`src/rtl/hack_keyboard.sv`:
```
// hack_keyboard
//   Turns MiSTer ps2_key events (from hps_io) into the 16-bit value of the
//   Hack KBD register (0x6000). Held non-modifier keys live in a small
//   most-recent-first stack, so releasing the top key reveals the next held
//   one. Shift (left/right) and caps-lock state are tracked separately and
//   applied when the top entry is translated.
//
// Ports
//   clk_sys      system clock
//   reset_n      synchronous active-low reset
//   ps2_key      [10] toggles per event, [9] 1=press/0=release,
//                [8] E0-extended, [7:0] set-2 scancode
//   key_code     Hack code of the top held key, 0 when nothing is held
//   key_changed  one-cycle pulse in the cycle key_code takes a new value
//   caps_lock    current caps-lock state
//
// Timing: ps2_key is registered once; the event is applied and key_code is
// registered on the following edge (two clk_sys edges in total).

module hack_keyboard #(
    parameter int DEPTH = 4
) (
    input  logic        clk_sys,
    input  logic        reset_n,
    input  logic [10:0] ps2_key,
    output logic [15:0] key_code,
    output logic        key_changed,
    output logic        caps_lock
);

    localparam int CNT_W = $clog2(DEPTH + 1);

    typedef logic [8:0] key_t;   // {ext, scancode}

    localparam key_t KEY_LSHIFT = 9'h012;
    localparam key_t KEY_RSHIFT = 9'h059;
    localparam key_t KEY_CAPS   = 9'h058;

    // Translate {ext, scancode} into an 8-bit Hack code; 0 means unmapped.
    function automatic logic [7:0] map_code(input key_t key, input logic shift,
                                            input logic caps);
        logic [7:0] letter;
        logic [7:0] code;
        letter = 8'h00;
        code   = 8'h00;
        case (key)
            9'h01C: letter = "a";   9'h032: letter = "b";
            9'h021: letter = "c";   9'h023: letter = "d";
            9'h024: letter = "e";   9'h02B: letter = "f";
            9'h034: letter = "g";   9'h033: letter = "h";
            9'h043: letter = "i";   9'h03B: letter = "j";
            9'h042: letter = "k";   9'h04B: letter = "l";
            9'h03A: letter = "m";   9'h031: letter = "n";
            9'h044: letter = "o";   9'h04D: letter = "p";
            9'h015: letter = "q";   9'h02D: letter = "r";
            9'h01B: letter = "s";   9'h02C: letter = "t";
            9'h03C: letter = "u";   9'h02A: letter = "v";
            9'h01D: letter = "w";   9'h022: letter = "x";
            9'h035: letter = "y";   9'h01A: letter = "z";
            default: letter = 8'h00;
        endcase

        if (letter != 8'h00) begin
            // Caps-lock inverts the shift sense for letters only.
            code = (shift ^ caps) ? letter - 8'd32 : letter;
        end else begin
            case (key)
                9'h016: code = shift ? "!" : "1";
                9'h01E: code = shift ? "@" : "2";
                9'h026: code = shift ? "#" : "3";
                9'h025: code = shift ? "$" : "4";
                9'h02E: code = shift ? "%" : "5";
                9'h036: code = shift ? "^" : "6";
                9'h03D: code = shift ? "&" : "7";
                9'h03E: code = shift ? "*" : "8";
                9'h046: code = shift ? "(" : "9";
                9'h045: code = shift ? ")" : "0";
                9'h04E: code = shift ? "_" : "-";
                9'h055: code = shift ? "+" : "=";
                9'h054: code = shift ? "{" : "[";
                9'h05B: code = shift ? "}" : "]";
                9'h05D: code = shift ? 8'h7C : 8'h5C;   // | and backslash
                9'h04C: code = shift ? ":" : ";";
                9'h052: code = shift ? 8'h22 : 8'h27;   // double / single quote
                9'h041: code = shift ? "<" : ",";
                9'h049: code = shift ? ">" : ".";
                9'h04A: code = shift ? "?" : "/";
                9'h029: code = 8'd32;                   // space
                9'h05A: code = 8'd128;                  // enter
                9'h066: code = 8'd129;                  // backspace
                9'h16B: code = 8'd130;                  // left
                9'h175: code = 8'd131;                  // up
                9'h174: code = 8'd132;                  // right
                9'h172: code = 8'd133;                  // down
                9'h16C: code = 8'd134;                  // home
                9'h169: code = 8'd135;                  // end
                9'h17D: code = 8'd136;                  // page up
                9'h17A: code = 8'd137;                  // page down
                9'h170: code = 8'd138;                  // insert
                9'h171: code = 8'd139;                  // delete
                9'h076: code = 8'd140;                  // escape
                9'h005: code = 8'd141;                  // F1
                9'h006: code = 8'd142;                  // F2
                9'h004: code = 8'd143;                  // F3
                9'h00C: code = 8'd144;                  // F4
                9'h003: code = 8'd145;                  // F5
                9'h00B: code = 8'd146;                  // F6
                9'h083: code = 8'd147;                  // F7
                9'h00A: code = 8'd148;                  // F8
                9'h001: code = 8'd149;                  // F9
                9'h009: code = 8'd150;                  // F10
                9'h078: code = 8'd151;                  // F11
                9'h007: code = 8'd152;                  // F12
                default: code = 8'h00;
            endcase
        end
        return code;
    endfunction

    // Input stage and event detection
    logic [10:0] ps2_q;
    logic        tog_q;
    logic        ev_valid;
    logic        ev_press;
    key_t        ev_key;

    assign ev_valid = ps2_q[10] != tog_q;
    assign ev_press = ps2_q[9];
    assign ev_key   = ps2_q[8:0];

    // Held-key stack: index 0 is the most recent press; only the first
    // count_q entries are meaningful.
    key_t             stack_q [DEPTH];
    key_t             stack_d [DEPTH];
    logic [CNT_W-1:0] count_q;
    logic [CNT_W-1:0] count_d;
    logic             shift_l_q, shift_l_d;
    logic             shift_r_q, shift_r_d;
    logic             caps_d;
    logic             hit;
    int               hit_idx;
    logic [7:0]       top_code;
    logic [15:0]      code_d;

    always_comb begin
        // NOTE: every variable gets a default first so no path leaves one
        // unassigned, which would otherwise infer a latch.
        stack_d   = stack_q;
        count_d   = count_q;
        shift_l_d = shift_l_q;
        shift_r_d = shift_r_q;
        caps_d    = caps_lock;
        hit       = 1'b0;
        hit_idx   = 0;
        top_code  = 8'h00;

        for (int i = 0; i < DEPTH; i++) begin
            if ((CNT_W'(i) < count_q) && (stack_q[i] == ev_key)) begin
                hit     = 1'b1;
                hit_idx = i;
            end
        end

        if (ev_valid) begin
            if (ev_key == KEY_LSHIFT) begin
                shift_l_d = ev_press;
            end else if (ev_key == KEY_RSHIFT) begin
                shift_r_d = ev_press;
            end else if (ev_key == KEY_CAPS) begin
                if (ev_press) caps_d = ~caps_lock;
            end else if (map_code(ev_key, 1'b0, 1'b0) != 8'h00) begin
                if (ev_press && !hit) begin
                    // Push on top; when full the bottom entry falls off.
                    for (int i = DEPTH - 1; i > 0; i--) stack_d[i] = stack_q[i - 1];
                    stack_d[0] = ev_key;
                    if (count_q != CNT_W'(DEPTH)) count_d = count_q + 1'b1;
                end else if (!ev_press && hit) begin
                    // Close the gap left by the released key, keeping order.
                    for (int i = 0; i < DEPTH - 1; i++) begin
                        if (i >= hit_idx) stack_d[i] = stack_q[i + 1];
                    end
                    count_d = count_q - 1'b1;
                end
            end
        end

        // Translate from the post-event state so modifiers act immediately.
        if (count_d != '0) top_code = map_code(stack_d[0], shift_l_d | shift_r_d, caps_d);
    end

    assign code_d = {8'h00, top_code};

    // NOTE: sequential state uses non-blocking assignments so every register
    // samples pre-edge values regardless of statement order.
    always_ff @(posedge clk_sys) begin
        ps2_q <= ps2_key;
        if (!reset_n) begin
            // Prime the toggle history so leaving reset is not seen as an event.
            tog_q       <= ps2_key[10];
            count_q     <= '0;
            shift_l_q   <= 1'b0;
            shift_r_q   <= 1'b0;
            caps_lock   <= 1'b0;
            key_code    <= 16'h0000;
            key_changed <= 1'b0;
        end else begin
            tog_q       <= ps2_q[10];
            count_q     <= count_d;
            shift_l_q   <= shift_l_d;
            shift_r_q   <= shift_r_d;
            caps_lock   <= caps_d;
            key_code    <= code_d;
            key_changed <= code_d != key_code;
        end
    end

    // NOTE: the stack contents are not reset; count_q alone decides which
    // entries are valid, so stale data is never observed.
    always_ff @(posedge clk_sys) begin
        stack_q <= stack_d;
    end

endmodule

```
`config.mk`:
```
export PLATFORM = sky130hd
export DESIGN_NAME = hack_keyboard
export DESIGN_NICKNAME = d
export VERILOG_FILES = /design/src/rtl/hack_keyboard.sv
export SDC_FILE = /design/constraint.sdc
export NUM_CORES = 1
export LEC_CHECK = 0
export ABC_AREA = 1
export BUFFER_PORTS_ARGS = -buffer_cell sky130_fd_sc_hd__clkbuf_2
export CORE_MARGIN = 2
export CORE_UTILIZATION = 60
export DETAILED_ROUTE_END_ITERATION = 7
export PLACE_DENSITY = 0.89
export SETUP_SLACK_MARGIN = 0.4
export SKIP_LAST_GASP = 1
export SYNTH_ARGS = -nofsm -noshare
export SYNTH_HDL_FRONTEND = slang
export SYNTH_SLANG_ARGS = --single-unit
```
`constraint.sdc`:
```
create_clock -name clk_sys -period 5.4 [get_ports clk_sys]
set_clock_uncertainty 0.15 [all_clocks]
set_input_delay 0.54 -clock clk_sys [delete_from_list [all_inputs] [get_ports clk_sys]]
set_output_delay 0.54 -clock clk_sys [all_outputs]
set_load 0.01 [all_outputs]
```
==> run_results.csv <==
group,metric,value,unit
run_status,status,"finished, final reports clean",
cts,clkLatencyLatePin,0.34,ns
sta,timing.setup.tns,0,ns
floorplanning,die_w,110,um
global_route,grtUsageTotal,0.380,
cts,clk_pin_slew,0.06,ns
placement,gp_congestion,1.07,
drt,drc_errors,0,
logic_synthesis,syn_inst,1163,
cells_and_area,fin_nets,1233,
pwr,p_leak,3.85,nW
drt,drt-wirelength-per-cell,16.9,um
floorplanning,core,0.0109,mm2
floorplanning,io_pins,31,
drt,wl,22800,um
critical_path,worst_setup_path_start_kind,"flop",
global_route,grt_pass1_wl,35700,um
drt,postRouteAntennaNets,0,
job,max-cap-violations,0,
global_route,antenna_found_initial,0,
sta,hold_viol,0,
cells_and_area,drive_gt1_frac,0.140,
pwr,p_per_area,394,mW/mm2
logic_synthesis,synth_top_family_by_area,"simple AND/OR/NAND/NOR gates",
global_route,overflow,0,
logic_synthesis,synthTopCellsByArea,"nand2_1 22%, dfxtp_1 12%, edfxtp_1 12%, nor2_1 11%, nand3_1 8.4%",
floorplanning,initial_core_util,0.618,
global_route,grt_max_degree,25,
logic_synthesis,synth_top_area_cell,"nand2_1",
drt,drtPass1Iterations,7,
sta,fmax,210,MHz
cts,cts.sinks,69,
critical_path,worstSetupPathType,"reg -> reg",
sta,drv_slew,0,
cts,root_buffer,"clkbuf_16",
sta,slew_headroom,0.356,
sta,period_minus_slack,4.77,ns
logic_synthesis,synth_cell_types,47,
logic_synthesis,synth.area.mux_share,0,
sta,setup_viol,0,
global_route,grt_pass1_vias,7265,
drt,drt-initial-drc-count,1132,
critical_path,r2r_start,"ps2_q[3]",
sta,finalWorstSetupSlack,0.634,ns
floorplanning,dieHeight,110,um
logic_synthesis,synth_commonest_cells,"394 x nand2_1, 201 x nor2_1, 114 x inv_1",
critical_path,r2r_slack,0.63,ns
critical_path,critical_path.max_fanout,8,
logic_synthesis,synth-compound-area-share,0.0943,
hold_path,hold_class,"in -> reg",
floorplanning,dieArea,0.0121,mm2
cts,clock_path_buffers,2,
logic_synthesis,synth_seq_cells,69,
logic_synthesis,synthAdderAreaFrac,0.0407,
critical_path,worst_ep_arrival_time,4.83,ns
cells_and_area,antenna_cells,0,
cells_and_area,area_growth,12.1,%
critical_path,required,5.46,ns
placement,dp_hpwl,17000,um
cts,numCtsBuffers,9,
drt,vias,8134,
logic_synthesis,yosysTopAreaCellShare,0.219,
cts,hold_buffers,0,
logic_synthesis,syn_area_per_cell,5.81,um2
logic_synthesis,synth_area,0.00676,mm2
drt,via_per_inst,6.06,
critical_path,crit_path_end_kind,"flop",
logic_synthesis,synth_enable_flop_cells,27,
pwr,max-vdd-ir-drop,191,uV
critical_path,slowest_stage,"dfxtp_4",
hold_path,min_from,"ps2_key[9]",
logic_synthesis,synthSimpleGateAreaFrac,0.500,
cts,cts_tree,"built",
sta,rsz0062_at_grt,"false",
logic_synthesis,synthXorXnorAreaFrac,0.0143,
logic_synthesis,synth.most_common_cell,"nand2_1",
logic_synthesis,synth_flop_cell,"dfxtp_1",
logic_synthesis,async_flop_share,0,
critical_path,cpPeakStageDelay,0.39,ns
sta,worst_slew_pin_slew,0.960,ns
sta,period_share,0.883,
floorplanning,rows,38,
cts,htree_num_levels,3,
placement,port_buffers,22,
critical_path,crit_start,"ps2_q[3]",
logic_synthesis,yosysWarningCount,0,
logic_synthesis,yosysSeqAreaShare,0.244,
placement,place_ws,0.218,ns
metal layers:
| metal | global-route usage | vias to the layer above | share of wire |
|---|---|---|---|
| met5 | 0 | - | 0 |
| met4 | 0.200 | 0 | 0.063 |
| met3 | 0.0647 | 137 | 0.11 |
| met2 | 0.620 | 603 | 0.45 |
| met1 | 0.479 | 3593 | 0.38 |
| li1 | - | 3801 | - |
per-stage QoR:
stage	area, um2	power, mW	hold slack (ns)	util	cells
after floorplan	6780	1.86	0.286	-	1170
after global placement	6990	2.21	0.292	0.639	1316
after detailed placement	6990	2.21	0.305	0.639	1316
after CTS	7300	2.82	0.146	0.667	1332
after global routing	7570	3.19	0.150	0.692	1343
final	7570	2.99	0.147	0.692	1343
worst paths after layout:
path                      end  cells after the start
setup / recovery  key_changed                     36
hold / removal       ps2_q[9]                      1
setup reg to reg  key_changed                     36
hold reg to reg         tog_q                      2
flip-flops by register name (all words and copies together) (netlist names), named ones only:
| name | count |
|---|---|
| key_code | 8 |
| shift_r_q | 1 |
| caps_lock | 1 |
| shift_l_q | 1 |
| ps2_q | 11 |
| tog_q | 1 |
| count_q | 3 |
| key_changed | 1 |
| stack_q | 36 |
critical path, delay by kind of cell, from the launching register on:
family,cells,cell delay (ns)
fa+ha+maj,2,0.40
buf+inv,5,0.48
flops,1,0.39
simple gates,29,3.16
power by group:
group / internal, mW / switching, mW / leakage [nW]
clock network: 0.362 / 0.241 / 0.148
registers: 0.621 / 0.0785 / 0.599
logic: 0.515 / 1.17 / 3.10
total: 1.50 / 1.49 / 3.85
placed cells by master, fill, tap and decap left out, drive strengths merged:
master    instances
nand2           411
nand3           120
clkbuf           32
and3              1
a21oi            29
buf              29
or2               1
nand4            26
a221o             1
o21a              1
a31o              1
a2111oi           1
dfxtp            42
o21ai            52
inv             131
nor2            211
edfxtp           27
xor2              7
clkinv            3
o31ai             1
conb              8
o211ai            3
o22ai            13
xnor2             4
ha               22
a32o              4
o2111ai           2
and2              3
o311ai            1
bufinv            1
a211oi            2
nor4              1
nand3b            1
nor3             10
clkinvlp          1
cells by family (layout without fill, tap and decap cells):
logic type      after synthesis  in the layout
flops                        69             69
compound gates              111            111
simple gates                785            785
other cells                   1              8
xor+xnor                     11             11
buf+inv                     164            197
fa+ha+maj                    22             22
cell type report:
| class | instances | area [um2] |
|---|---|---|
| well taps | 140 | 175 |
| multi-input cells | 937 | 4590 |
| repair buffers | 51 | 332 |
| flip-flops and latches | 69 | 1670 |
| fillers | 980 | 3360 |
| clock inverters | 6 | 70.1 |
| clock buffers | 10 | 229 |
| inverters | 130 | 505 |
repair_timing:
action / CTS / global route
setup buffers: 0 / 11
endpoints found under the hold margin: 0 / 0
pin swaps: 0 / 9
resized for setup: 6 / 61
endpoints found under the setup margin: 1 / 9
(Power assumes the default switching activity.)
